### src/rtl/riscv_pkg.sv
// RISC-V encodings shared by the writeback stage: opcodes, load funct3 values,
// exception causes and the canonical NOP.
package riscv_pkg;

   localparam logic [6:0] OPC_LOAD     = 7'b0000011;
   localparam logic [6:0] OPC_MISC_MEM = 7'b0001111;
   localparam logic [6:0] OPC_OP_IMM   = 7'b0010011;
   localparam logic [6:0] OPC_AUIPC    = 7'b0010111;
   localparam logic [6:0] OPC_OP_IMM32 = 7'b0011011;
   localparam logic [6:0] OPC_STORE    = 7'b0100011;
   localparam logic [6:0] OPC_OP       = 7'b0110011;
   localparam logic [6:0] OPC_LUI      = 7'b0110111;
   localparam logic [6:0] OPC_OP32     = 7'b0111011;
   localparam logic [6:0] OPC_BRANCH   = 7'b1100011;
   localparam logic [6:0] OPC_JALR     = 7'b1100111;
   localparam logic [6:0] OPC_JAL      = 7'b1101111;
   localparam logic [6:0] OPC_SYSTEM   = 7'b1110011;

   localparam logic [2:0] LB  = 3'b000;
   localparam logic [2:0] LH  = 3'b001;
   localparam logic [2:0] LW  = 3'b010;
   localparam logic [2:0] LD  = 3'b011;
   localparam logic [2:0] LBU = 3'b100;
   localparam logic [2:0] LHU = 3'b101;
   localparam logic [2:0] LWU = 3'b110;

   localparam int unsigned CAUSE_LOAD_ACCESS_FAULT = 5;

   localparam logic [31:0] INSTR_NOP = 32'h0000_0013;

   // Opcodes whose result is written back to rd
   function automatic logic writes_rd(input logic [6:0] opc);
      case (opc)
         OPC_LOAD, OPC_OP_IMM, OPC_AUIPC, OPC_OP_IMM32, OPC_OP,
         OPC_LUI, OPC_OP32, OPC_JALR, OPC_JAL, OPC_SYSTEM: writes_rd = 1'b1;
         default:                                          writes_rd = 1'b0;
      endcase
   endfunction

endpackage

### src/rtl/riscv_state_pkg.sv
// State encoding for the writeback load-tracking FSM.
package riscv_state_pkg;

   typedef enum logic [1:0] {
      ST_RUN   = 2'd0,
      ST_WAIT  = 2'd1,
      ST_DRAIN = 2'd2
   } wb_state_t;

endpackage

### src/rtl/riscv_wb_align.sv
// Load data alignment: shifts the naturally aligned response word down to the
// accessed byte lane and sign/zero-extends according to funct3.
module riscv_wb_align
   import riscv_pkg::*;
#(
   parameter int unsigned XLEN = 32
)(
   input  logic [2:0]                  funct3,
   input  logic [$clog2(XLEN/8)-1:0]   addr,
   input  logic [XLEN-1:0]             q,
   output logic [XLEN-1:0]             data_c
);

   logic [XLEN-1:0] shifted;
   logic [XLEN-1:0] mask;
   logic            msb;
   logic            sext;

   always_comb begin
      shifted = q >> {addr, 3'b000};
      mask    = '1;
      msb     = shifted[XLEN-1];
      case (funct3)
         LB, LBU: begin
            mask = XLEN'(8'hFF);
            msb  = shifted[7];
         end
         LH, LHU: begin
            mask = XLEN'(16'hFFFF);
            msb  = shifted[15];
         end
         LW, LWU: begin
            mask = XLEN'(32'hFFFF_FFFF);
            msb  = shifted[31];
         end
         default: ;
      endcase
      sext   = (funct3 inside {LB, LH, LW, LD}) && msb;
      data_c = (shifted & mask) | (sext ? ~mask : '0);
   end

endmodule

### src/rtl/riscv_wb_load.sv
// Writeback stage load handling: aligns load responses, selects rd write data and
// stalls MEM/EX until a pending load returns. Define RV12_DMEM_ERR_EN to turn
// dmem bus errors into load access faults.
module riscv_wb_load
   import riscv_pkg::*;
   import riscv_state_pkg::*;
#(
   parameter int unsigned     XLEN            = 32,
   parameter int unsigned     ILEN            = 32,
   parameter logic [XLEN-1:0] PC_INIT         = 'h200,
   parameter int unsigned     EXCEPTION_SIZE  = 12,
   parameter int unsigned     MAX_OUTSTANDING = 2
)(
   input  logic                      rstn,
   input  logic                      clk,
   input  logic [XLEN-1:0]           mem_pc,
   input  logic [ILEN-1:0]           mem_instr,
   input  logic                      mem_bubble,
   input  logic [EXCEPTION_SIZE-1:0] mem_exception,
   input  logic [XLEN-1:0]           mem_r,
   input  logic [XLEN-1:0]           mem_memadr,
   input  logic                      dmem_req,
   input  logic                      dmem_ack,
   input  logic [XLEN-1:0]           dmem_q,
   input  logic                      dmem_err,
   output logic                      wb_stall,
   output logic [XLEN-1:0]           wb_pc,
   output logic [ILEN-1:0]           wb_instr,
   output logic                      wb_bubble,
   output logic [EXCEPTION_SIZE-1:0] wb_exception,
   output logic [XLEN-1:0]           wb_r,
   output logic                      wb_we,
   output logic [4:0]                wb_dst,
   output logic [XLEN-1:0]           wb_badaddr
);

   localparam int unsigned CNT_W = $clog2(MAX_OUTSTANDING + 1);
   localparam int unsigned AW    = $clog2(XLEN / 8);

   wb_state_t        state, state_nxt;
   logic [CNT_W-1:0] outstanding, outstanding_nxt;
   logic [CNT_W-1:0] discard, discard_nxt;
   logic [6:0]       opcode;
   logic [4:0]       rd;
   logic             mem_ok;
   logic             is_load;
   logic             flush;
   logic [XLEN-1:0]  load_data;
   logic             unused_bits;

   assign opcode   = mem_instr[6:0];
   assign rd       = mem_instr[11:7];
   assign mem_ok   = !mem_bubble && ~|mem_exception;
   assign is_load  = mem_ok && (opcode == OPC_LOAD);
   assign flush    = |wb_exception;
   assign wb_stall = is_load && (!dmem_ack || (discard != '0));

`ifdef RV12_DMEM_ERR_EN
   assign unused_bits = ^mem_instr[ILEN-1:15];
`else
   assign unused_bits = ^{mem_instr[ILEN-1:15], dmem_err};
`endif

   riscv_wb_align #(.XLEN(XLEN)) u_align (
      .funct3 (mem_instr[14:12]),
      .addr   (mem_memadr[AW-1:0]),
      .q      (dmem_q),
      .data_c (load_data)
   );

   // Requests in flight; a simultaneous req and ack cancel out
   always_comb begin
      outstanding_nxt = outstanding;
      if (dmem_req && !dmem_ack)      outstanding_nxt = outstanding + CNT_W'(1);
      else if (dmem_ack && !dmem_req) outstanding_nxt = outstanding - CNT_W'(1);
   end

   always_ff @(posedge clk or negedge rstn) begin
      if (!rstn) outstanding <= '0;
      else       outstanding <= outstanding_nxt;
   end

   // FSM state register (discard count travels with it)
   always_ff @(posedge clk or negedge rstn) begin
      if (!rstn) begin
         state   <= ST_RUN;
         discard <= '0;
      end else begin
         state   <= state_nxt;
         discard <= discard_nxt;
      end
   end

   // FSM next state; a flush wins over normal progress
   always_comb begin
      state_nxt = state;
      if (flush) begin
         state_nxt = (outstanding_nxt != '0) ? ST_DRAIN : ST_RUN;
      end else begin
         case (state)
            ST_RUN:   if (is_load && !dmem_ack && (discard == '0)) state_nxt = ST_WAIT;
            ST_WAIT:  if (dmem_ack) state_nxt = ST_RUN;
            ST_DRAIN: if ((discard == '0) || (dmem_ack && (discard == CNT_W'(1))))
                         state_nxt = ST_RUN;
            default:  state_nxt = ST_RUN;
         endcase
      end
   end

   // FSM outputs: responses belonging to squashed loads are counted off here
   always_comb begin
      discard_nxt = discard;
      if (flush)
         discard_nxt = outstanding_nxt;
      else if ((state == ST_DRAIN) && dmem_ack && (discard != '0))
         discard_nxt = discard - CNT_W'(1);
   end

   // Writeback register; stall and flush both insert a bubble
   always_ff @(posedge clk or negedge rstn) begin
      if (!rstn) begin
         wb_pc        <= PC_INIT;
         wb_instr     <= ILEN'(INSTR_NOP);
         wb_bubble    <= 1'b1;
         wb_exception <= '0;
         wb_r         <= '0;
         wb_we        <= 1'b0;
         wb_dst       <= '0;
         wb_badaddr   <= '0;
      end else if (flush || wb_stall) begin
         wb_bubble    <= 1'b1;
         wb_we        <= 1'b0;
         wb_exception <= '0;
      end else begin
         wb_pc        <= mem_pc;
         wb_instr     <= mem_instr;
         wb_bubble    <= mem_bubble;
         wb_dst       <= rd;
         wb_r         <= is_load ? load_data : mem_r;
         wb_we        <= mem_ok && writes_rd(opcode) && (rd != '0);
         wb_exception <= mem_exception;
         wb_badaddr   <= mem_memadr;
`ifdef RV12_DMEM_ERR_EN
         if (is_load && dmem_err) begin
            wb_exception[CAUSE_LOAD_ACCESS_FAULT] <= 1'b1;
            wb_we                                 <= 1'b0;
         end
`endif
      end
   end

   a_req_overflow: assert property (@(posedge clk) disable iff (!rstn)
      !(dmem_req && !dmem_ack && (outstanding == CNT_W'(MAX_OUTSTANDING))));

   a_ack_underflow: assert property (@(posedge clk) disable iff (!rstn)
      !(dmem_ack && !dmem_req && (outstanding == '0)));

endmodule

### config.mk
export PLATFORM = sky130hd
export DESIGN_NAME = riscv_wb_load
export DESIGN_NICKNAME = d
export VERILOG_FILES = /design/src/rtl/riscv_pkg.sv /design/src/rtl/riscv_state_pkg.sv /design/src/rtl/riscv_wb_align.sv /design/src/rtl/riscv_wb_load.sv
export SDC_FILE = /design/constraint.sdc
export NUM_CORES = 1
export LEC_CHECK = 0
export ABC_AREA = 1
export BUFFER_PORTS_ARGS = -buffer_cell sky130_fd_sc_hd__buf_2
export CORE_MARGIN = 2
export CORE_UTILIZATION = 48
export DETAILED_ROUTE_END_ITERATION = 8
export PLACE_DENSITY_LB_ADDON = 0.1
export SYNTH_ARGS = -nofsm -noshare
export SYNTH_HDL_FRONTEND = slang
export SYNTH_SLANG_ARGS = --single-unit
### constraint.sdc
create_clock -name clk -period 2.05 [get_ports clk]
set_clock_uncertainty 0.05 [all_clocks]
set_input_delay 0.3075 -clock clk [delete_from_list [all_inputs] [get_ports clk]]
set_output_delay 0.3075 -clock clk [all_outputs]
set_load 0.05 [all_outputs]
Word level (Yosys, flattened, before mapping). Cells that the tools add are included.

Logic and storage cells: 92. Output and inout bits: 148. Register bits after elaboration: 153.

Equality and inequality tests: 21. Multiplexer cells: 19. Bitwise logic cells: 3. Reduce and logical (&&, ||, !) cells: 34. Add/sub/neg operators: 3. Shift operators: 1.

Operators with widths (number): 2-to-1 mux 32 bit (2); one-hot mux 32 bit (2 select lines) (1); bitwise AND 32 bit (1); inverter 32 bit (1); bitwise OR 32 bit (1); >> shifter 32 x 5 -> 32 bit (1); OR reduction 12 bit (2); == test 7 x 5 -> 1 bit, second input constant (3); == test 7 x 6 -> 1 bit, second input constant (3); == test 7 bit, second input constant (3); 2-to-1 mux 2 bit (9); logical AND 1 bit (13); 2-to-1 mux 12 bit (1); OR reduction 10 bit (1); inequality test 3 bit, second input constant (3); == test 7 x 2 -> 1 bit, second input constant (1); == test 3 x 2 -> 1 bit, second input constant (2); == test 3 bit, second input constant (2); one-hot mux 2 bit (3 select lines) (1); nonzero test 2 bit (3); nonzero test 5 bit (1); == test 2 x 1 -> 1 bit, second input constant (2); logical NOT 1 bit (4); logical NOT 2 bit (2); other kinds (11) (18).

Longest topological paths before layout. Gate-level depths: netlist of the first run.

Depth in word-level cells: 10. Mapped depth: 12. Gate-level depth less buffers: 10.

Modules after synthesis. A second synthesis of the first run with hierarchy kept.

Cell total of the unflattened synthesis: 981. Area, all modules: 7390.8 µm².

Modules (own cells, without submodules): riscv_wb_load (times used 1, area an instance 6553.8 µm², cells an instance 808); riscv_wb_align (times used 1, area an instance 837.1 µm², cells an instance 173).

Worst setup path after synthesis of the first run. Ideal clock, no wire load.

Kind: input -> output. Start: input mem_exception[7]. End: output wb_stall. Path slack: -0.155 ns. Path buffers: 2. Cell stages on the path: 7. Data required time: 1.692 ns. Arrival time: 1.848 ns. Cell sequence: nor2_1 -> nand2_1 -> nor2_1 -> nand3_1 -> buf_2 -> buf_2 -> a21oi_1.

Cells in the longest elaborated chain, start to end: 5.

Ends and longest elaborated chain: start: declaration (line riscv_wb_load.sv:19) `input logic [EXCEPTION_SIZE-1:0] mem_exception,`; OR reduction 12 bit (line riscv_wb_load.sv:53) `assign mem_ok = !mem_bubble && ~|mem_exception;`; logical NOT 1 bit (line riscv_wb_load.sv:53); logical AND 1 bit (line riscv_wb_load.sv:53); logical AND 1 bit (line riscv_wb_load.sv:54) `assign is_load = mem_ok && (opcode == OPC_LOAD);`; logical AND 1 bit (line riscv_wb_load.sv:56) `assign wb_stall = is_load && (!dmem_ack || (discard != '0));`; end: declaration (line riscv_wb_load.sv:26) `output logic wb_stall,`.

No other way between the ends.

Worst setup path after layout of the first run.
Start: register discard[0]. End: output wb_stall.

Cells in the longest elaborated chain, start to end: 3.

Ends and longest elaborated chain: start: declaration (line riscv_wb_load.sv:42) `logic [CNT_W-1:0] discard, discard_nxt;`; start signal: assignment (line riscv_wb_load.sv:90) `discard <= discard_nxt;`; nonzero test 2 bit (line riscv_wb_load.sv:56); logical OR 1 bit (line riscv_wb_load.sv:56); logical AND 1 bit (line riscv_wb_load.sv:56).

No other way between the ends.

==> results of run 1 <==
## repair_timing
| action | CTS | global route |
|---|---|---|
| endpoints found under the hold margin | 36 | 0 |
| resized for setup | 0 | 0 |
| hold buffers | 1 | 0 |
## worst paths after layout
| path | from | endpoint | slack, ps | cells after the start |
|---|---|---|---|---|
| worst min-delay path | mem_pc[13] | wb_pc[13] | 20 | 3 |
| worst min register to register | outstanding[1] | outstanding[1] | 410 | 1 |
| min in group asynchronous | rstn | wb_r[21] | 330 | 2 |
| worst max register to register | discard[0] | wb_pc[29] | 250 | 8 |
| max in group asynchronous | rstn | wb_pc[9] | 970 | 3 |
| worst max-delay path | discard[0] | wb_stall | 130 | 4 |
## registers in the layout, indices dropped and copies added, names as in the netlist
| name | count |
|---|---|
| wb_bubble | 1 |
| wb_r | 32 |
| wb_instr | 32 |
| wb_exception | 12 |
| wb_pc | 32 |
| discard | 2 |
| wb_badaddr | 32 |
| state | 2 |
| outstanding | 2 |
| wb_we | 1 |
## power by group through the flow
stage | combinational [W] | clock (W) | sequential, W
2_1_floorplan | 0.000474 | 0 | 0.00380
3_3_place_gp | 0.00151 | 0 | 0.00329
3_5_place_dp | 0.00153 | 0 | 0.00329
4_1_cts | 0.00154 | 0.00328 | 0.00324
5_1_grt | 0.00167 | 0.00341 | 0.00327
6_report | 0.00153 | 0.00323 | 0.00324
## cell usage in the layout, fill, tap and decap left out, types with 2 or more instances in the layout
master,synthesis,routed
nor2_2,2,2
a21oi_1,25,24
nand4_1,3,3
inv_1,97,97
nor2_1,91,91
buf_4,6,18
clkinv_2,0,2
nand3_2,2,3
nand2_1,480,480
bufinv_16,0,3
dfrtp_1,143,143
o21ai_0,33,33
o21ai_1,17,17
inv_6,0,3
nand3_1,18,17
clkinv_4,0,3
inv_2,2,2
clkbuf_16,0,17
xor2_1,4,4
buf_2,28,323
buf_12,0,7
ha_1,2,2
dfstp_2,5,5
## cell families after synthesis
logic type,Yosys count,synth area share [%]
AND/OR/NAND/NOR,601,32.3
buffers and inverters,151,9.93
flip-flops,148,51.6
AO/OA/AOI/OAI,76,5.32
XOR/XNOR,4,0.487
adder cells (fa/ha/maj),2,0.348
## worst max-delay path, stage by stage (launching register included)
cell	delay, ps
dfrtp_1	390
inv_1	70
ha_1	230
a21oi_2	180
buf_2	280
## area by class of cell
class / count / area share (%)
antenna: 1 / 0.0260
clock inverter: 13 / 1.78
inverter: 99 / 3.86
tap: 184 / 2.39
clock buffer: 19 / 4.60
multi-input combinational: 683 / 29.0
timing repair buffer: 350 / 19.9
sequential: 148 / 38.5
## layer usage
metal  global-route usage (%)  share of wire [%]
met5                        0               0.13
met3                     7.63                8.6
met2                     42.9                 47
met1                     32.5                 41
met4                     10.7                3.5
## metrics by stage
stage	hold slack, ps	setup WS [ps]	utilization [%]	total power, W
global placement	227	72.7	61.7	0.00480
detailed placement	237	49.9	61.7	0.00482
global route	23.7	62.3	66.0	0.00835
floorplan	-38.1	158	-	0.00428
CTS	13.2	93.1	66.0	0.00806
finish	24.4	128	66.0	0.00800
==> flow_summary.json, run 1 <==
{
  "netlist_area_um2": 7190,
  "start_util_pct": 49.3,
  "ys_seq_elements": 148,
  "via_count": 7043,
  "std_cell_rows": 44,
  "clock_sink_count": 148,
  "p_int_w": 0.00555,
  "post_cts_buffers": 0,
  "hp-class": "in -> reg",
  "async_flop_share_pct": 100,
  "netlist_top_cells_area": "dfrtp_1 50%, nand2_1 25%, inv_1 5.1%, nor2_1 4.7%, o21ai_0 2.3%",
  "antenna_found_initial": 3,
  "grtUsageTotal_pct": 26.1,
  "startpoint_type": "flip-flop",
  "io_buffers": 324,
  "dr.pass1.iters": 5,
  "power_frac_comb_pct": 19.2,
  "cts_tree": "done",
  "routedWlPerCell_um": 13.9,
  "yosys.area.top_type_share_pct": 49.7,
  "yosysWarnings": 0,
  "synth_edf_count": 0,
  "grt_max_degree": 61,
  "required_ps": 1690,
  "fin_nets": 1479,
  "path_clk_slew_ps": 70,
  "status": "finished clean",
  "final_antenna_net_count": 0,
  "cts.path.max_buffers": 2,
  "hold_viol_final": 0,
  "place_inst": 1463,
  "worstSetupEndpointType": "output pin",
  "grt_pass1_wl_um": 33200,
  "grt_remaining_overflow": 0,
  "synth_top_area_cell": "dfrtp_1",
  "p_seq_share_pct": 40.5,
  "htreeDepth": 4,
  "peakVddDrop_mv": 0.556,
  "final_cell_count_no_fill": 1497,
  "synth_most_common_cell": "nand2_1",
  "critPathMaxFanout": 3,
  "synth_common_cells": "480 x nand2_1, 143 x dfrtp_1, 97 x inv_1",
  "final_area_um2": 9630,
  "tns_ps": 0,
  "syn_avg_cell_area_um2": 7.32,
  "regArea_um2": 3710,
  "p_switching_w": 0.00246,
  "die-area_um2": 16000,
  "grt_pass1_vias": 6831,
  "fillers": 1327,
  "synth.distinct_cells": 25,
  "cap_viol_max_count": 0,
  "worstPathArrival_ps": 1560,
  "dp_hpwl_um": 15700,
  "remaining_drc_errors": 0,
  "power.density_nw_per_um2": 831,
  "final.period_utilization_pct": 93.7,
  "clock_latency_ps": 420,
  "die_w_um": 126,
  "yosysSeqAreaShare_pct": 51.6,
  "drt_wl_total_um": 20800,
  "die_height_um": 126,
  "synth_flop_cell": "dfrtp_1",
  "p_clk_share_pct": 40.3,
  "crit_type": "reg -> out",
  "vias_per_cell": 4.70,
  "slew_headroom_pct": 56.5,
  "cts_root_buf": "clkbuf_16",
  "synthCells": 982,
  "period_minus_slack_ps": 1920,
  "setup_viol": 0,
  "design.core.area_um2": 14600,
  "ios": 326,
  "p_leak_nw": 5.69,
  "multi_input_area_um2": 2790,
  "cts_buffers": 17,
  "place_area_um2": 9010,
  "rsz0062_at_grt": "no",
  "tightest_slew_ps": 647,
  "drive_gt1_share_pct": 30.1,
  "drtIter0Drc": 346,
  "synthToLayoutAreaGrowth_pct": 33.9,
  "routabilityCongestion": 0.919,
  "drv_slew": 0,
  "timing.fmax_mhz": 520,
  "synthesis.nets": 1162,
  "switching_share_pct": 30.7
}
(Power assumes the default switching activity.)
==> inputs of run 2 (changes only) <==
--- a/config.mk
+++ b/config.mk
@@ -10,7 +10,7 @@
 export CORE_MARGIN = 2
 export CORE_UTILIZATION = 48
 export DETAILED_ROUTE_END_ITERATION = 8
-export PLACE_DENSITY_LB_ADDON = 0.1
+export PLACE_DENSITY = 0.81
 export SYNTH_ARGS = -nofsm -noshare
 export SYNTH_HDL_FRONTEND = slang
 export SYNTH_SLANG_ARGS = --single-unit
==> constraint.sdc (replaced) <==
create_clock -name clk -period 1.8 [get_ports clk]
set_clock_uncertainty 0.05 [all_clocks]
set_input_delay 0.27 -clock clk [delete_from_list [all_inputs] [get_ports clk]]
set_output_delay 0.27 -clock clk [all_outputs]
set_load 0.05 [all_outputs]
==> flow_summary.json, run 2 (synthesized netlist as in run 1, its figures left out) <==
{
  "htreeDepth": 4,
  "routabilityCongestion": 0.889,
  "grtUsageTotal_pct": 29.9,
  "critPathMaxFanout": 2,
  "path_clk_slew_ps": 70,
  "synthToLayoutAreaGrowth_pct": 45.4,
  "die_w_um": 126,
  "dr.pass1.iters": 5,
  "drt_wl_total_um": 24000,
  "slew_headroom_pct": 73.2,
  "slowest_stage": "dfrtp_1",
  "p_leak_nw": 6.03,
  "ios": 326,
  "startpoint_type": "flip-flop",
  "antenna_found_initial": 1,
  "tightest_slew_ps": 399,
  "std_cell_rows": 44,
  "grt_pass1_wl_um": 37700,
  "crit_type": "reg -> out",
  "vias_per_cell": 4.98,
  "place_inst": 1460,
  "fin_nets": 1557,
  "clock_latency_ps": 420,
  "die-area_um2": 16000,
  "required_ps": 1480,
  "dp_hpwl_um": 15400,
  "final_common_cell": "nand2_1",
  "start_util_pct": 49.3,
  "tns_ps": 0,
  "final_cell_count_no_fill": 1576,
  "rsz0062_at_grt": "yes",
  "hp-class": "in -> reg",
  "setup_viol": 0,
  "final.period_utilization_pct": 97.4,
  "routedWlPerCell_um": 15.2,
  "power.density_nw_per_um2": 891,
  "r2r_cells": 8,
  "timing.fmax_mhz": 570,
  "design.core.area_um2": 14600,
  "r2r_start": "discard[1]",
  "die_height_um": 126,
  "grt_pass1_vias": 7778,
  "power.total_w": 0.00932,
  "final_cell_mix": "480 x nand2_1, 322 x buf_2, 141 x dfrtp_1, 96 x inv_1, 91 x nor2_1",
  "peakVddDrop_mv": 0.588,
  "cap_viol_max_count": 0,
  "clock_sink_count": 148,
  "cts_tree": "done",
  "cts_root_buf": "clkbuf_16",
  "status": "finished clean",
  "grt_remaining_overflow": 0,
  "period_minus_slack_ps": 1750,
  "worstSetupEndpointType": "output pin",
  "via_count": 7855,
  "hold_viol_final": 0,
  "drv_slew": 0,
  "critical_path.cell_chain": "inv_2, ha_2, buf_6, a21oi_4, buf_6",
  "io_buffers": 324,
  "r2r_setup_slack_ps": 60,
  "cpMostUsedCell": "buf_6",
  "grt_max_degree": 65,
  "cts_buffers": 17,
  "remaining_drc_errors": 0,
  "final_antenna_net_count": 0,
  "cts.path.max_buffers": 2,
  "holdWs_ps": 1.30,
  "critical_path.endpoint": "wb_stall",
  "worst_path_largest_cell_delay_ps": 370,
  "drtIter0Drc": 703,
  "fin_util_pct": 71.7,
  "drive_gt1_share_pct": 28.7,
  "worstPathArrival_ps": 1430,
  "r2r-end": "wb_badaddr[24]",
  "setup.worst_path.start": "discard[1]"
}
[run 2: cell count changes in the layout (fill, tap and decap cells not counted), moves of 2 or more]
cell           change
buf_12             +2
dfrtp_2            +2
dlygate4sd3_1     +78
buf_6              +4
dfrtp_1            -2
clkinv_4           +2
buf_4              -5
[run 2: what timing repair did]
item / CTS / global route
endpoints found under the setup margin: 1 / 37
pin swaps: 1 / 2
gates resized for setup: 3 / 4
buffers inserted: 1 / 2
cloned: 0 / 0
hold buffers: 79 / 0
endpoints found under the hold margin: 114 / 0
[run 2: stage by stage]
| stage | setup WS (ps) | area, µm² |
|---|---|---|
| floorplan | 0.257 | 7210 |
| global placement | 63.4 | 9020 |
| detailed placement | -18.3 | 9020 |
| CTS | 12.0 | 10400 |
| global route | -10.5 | 10500 |
| finish | 46.0 | 10500 |
[run 2: worst min-delay path by stage]
stage                        startpoint        endpoint  slack (ps)  cells past startpoint
final                        mem_pc[21]       wb_pc[21]           1                      3
after CTS                 mem_instr[24]    wb_instr[24]           3                      3
after global routing         mem_pc[21]       wb_pc[21]           4                      3
after detailed placement           rstn  wb_badaddr[28]         160                      1
after global placement             rstn  wb_badaddr[16]         160                      1
after floorplan                    rstn      discard[0]         -80                      0
[run 2: power by group]
part	internal (W)	switching (W)
Sequential	0.00356	0.000142
Clock	0.00214	0.00147
Combinational	0.000682	0.00132
[run 2: cell type report]
class	count	area [µm²]
Tap cell	184	230
Multi-Input combinational cell	683	2800
Clock buffer	20	457
Fill cell	1063	4130
Antenna cell	2	5.00
Inverter	99	372
Sequential cell	148	3710
Clock inverter	12	144
Timing Repair Buffer	428	2740
[run 2: routing by layer]
layer	share of wire, %	vias to the layer above	global-route usage [%]
met5	0	-	0
met1	37	3604	34.2
met3	9.2	93	8.44
met2	49	423	50.8
met4	4.8	0	16.3
li1	-	3735	-
[run 2: critical path: cells and delay by family (launching register included)]
kind | cells | cell delay [ps]
flops | 1 | 370
compound gates | 1 | 120
buf+inv | 3 | 340
fa+ha+maj | 1 | 180
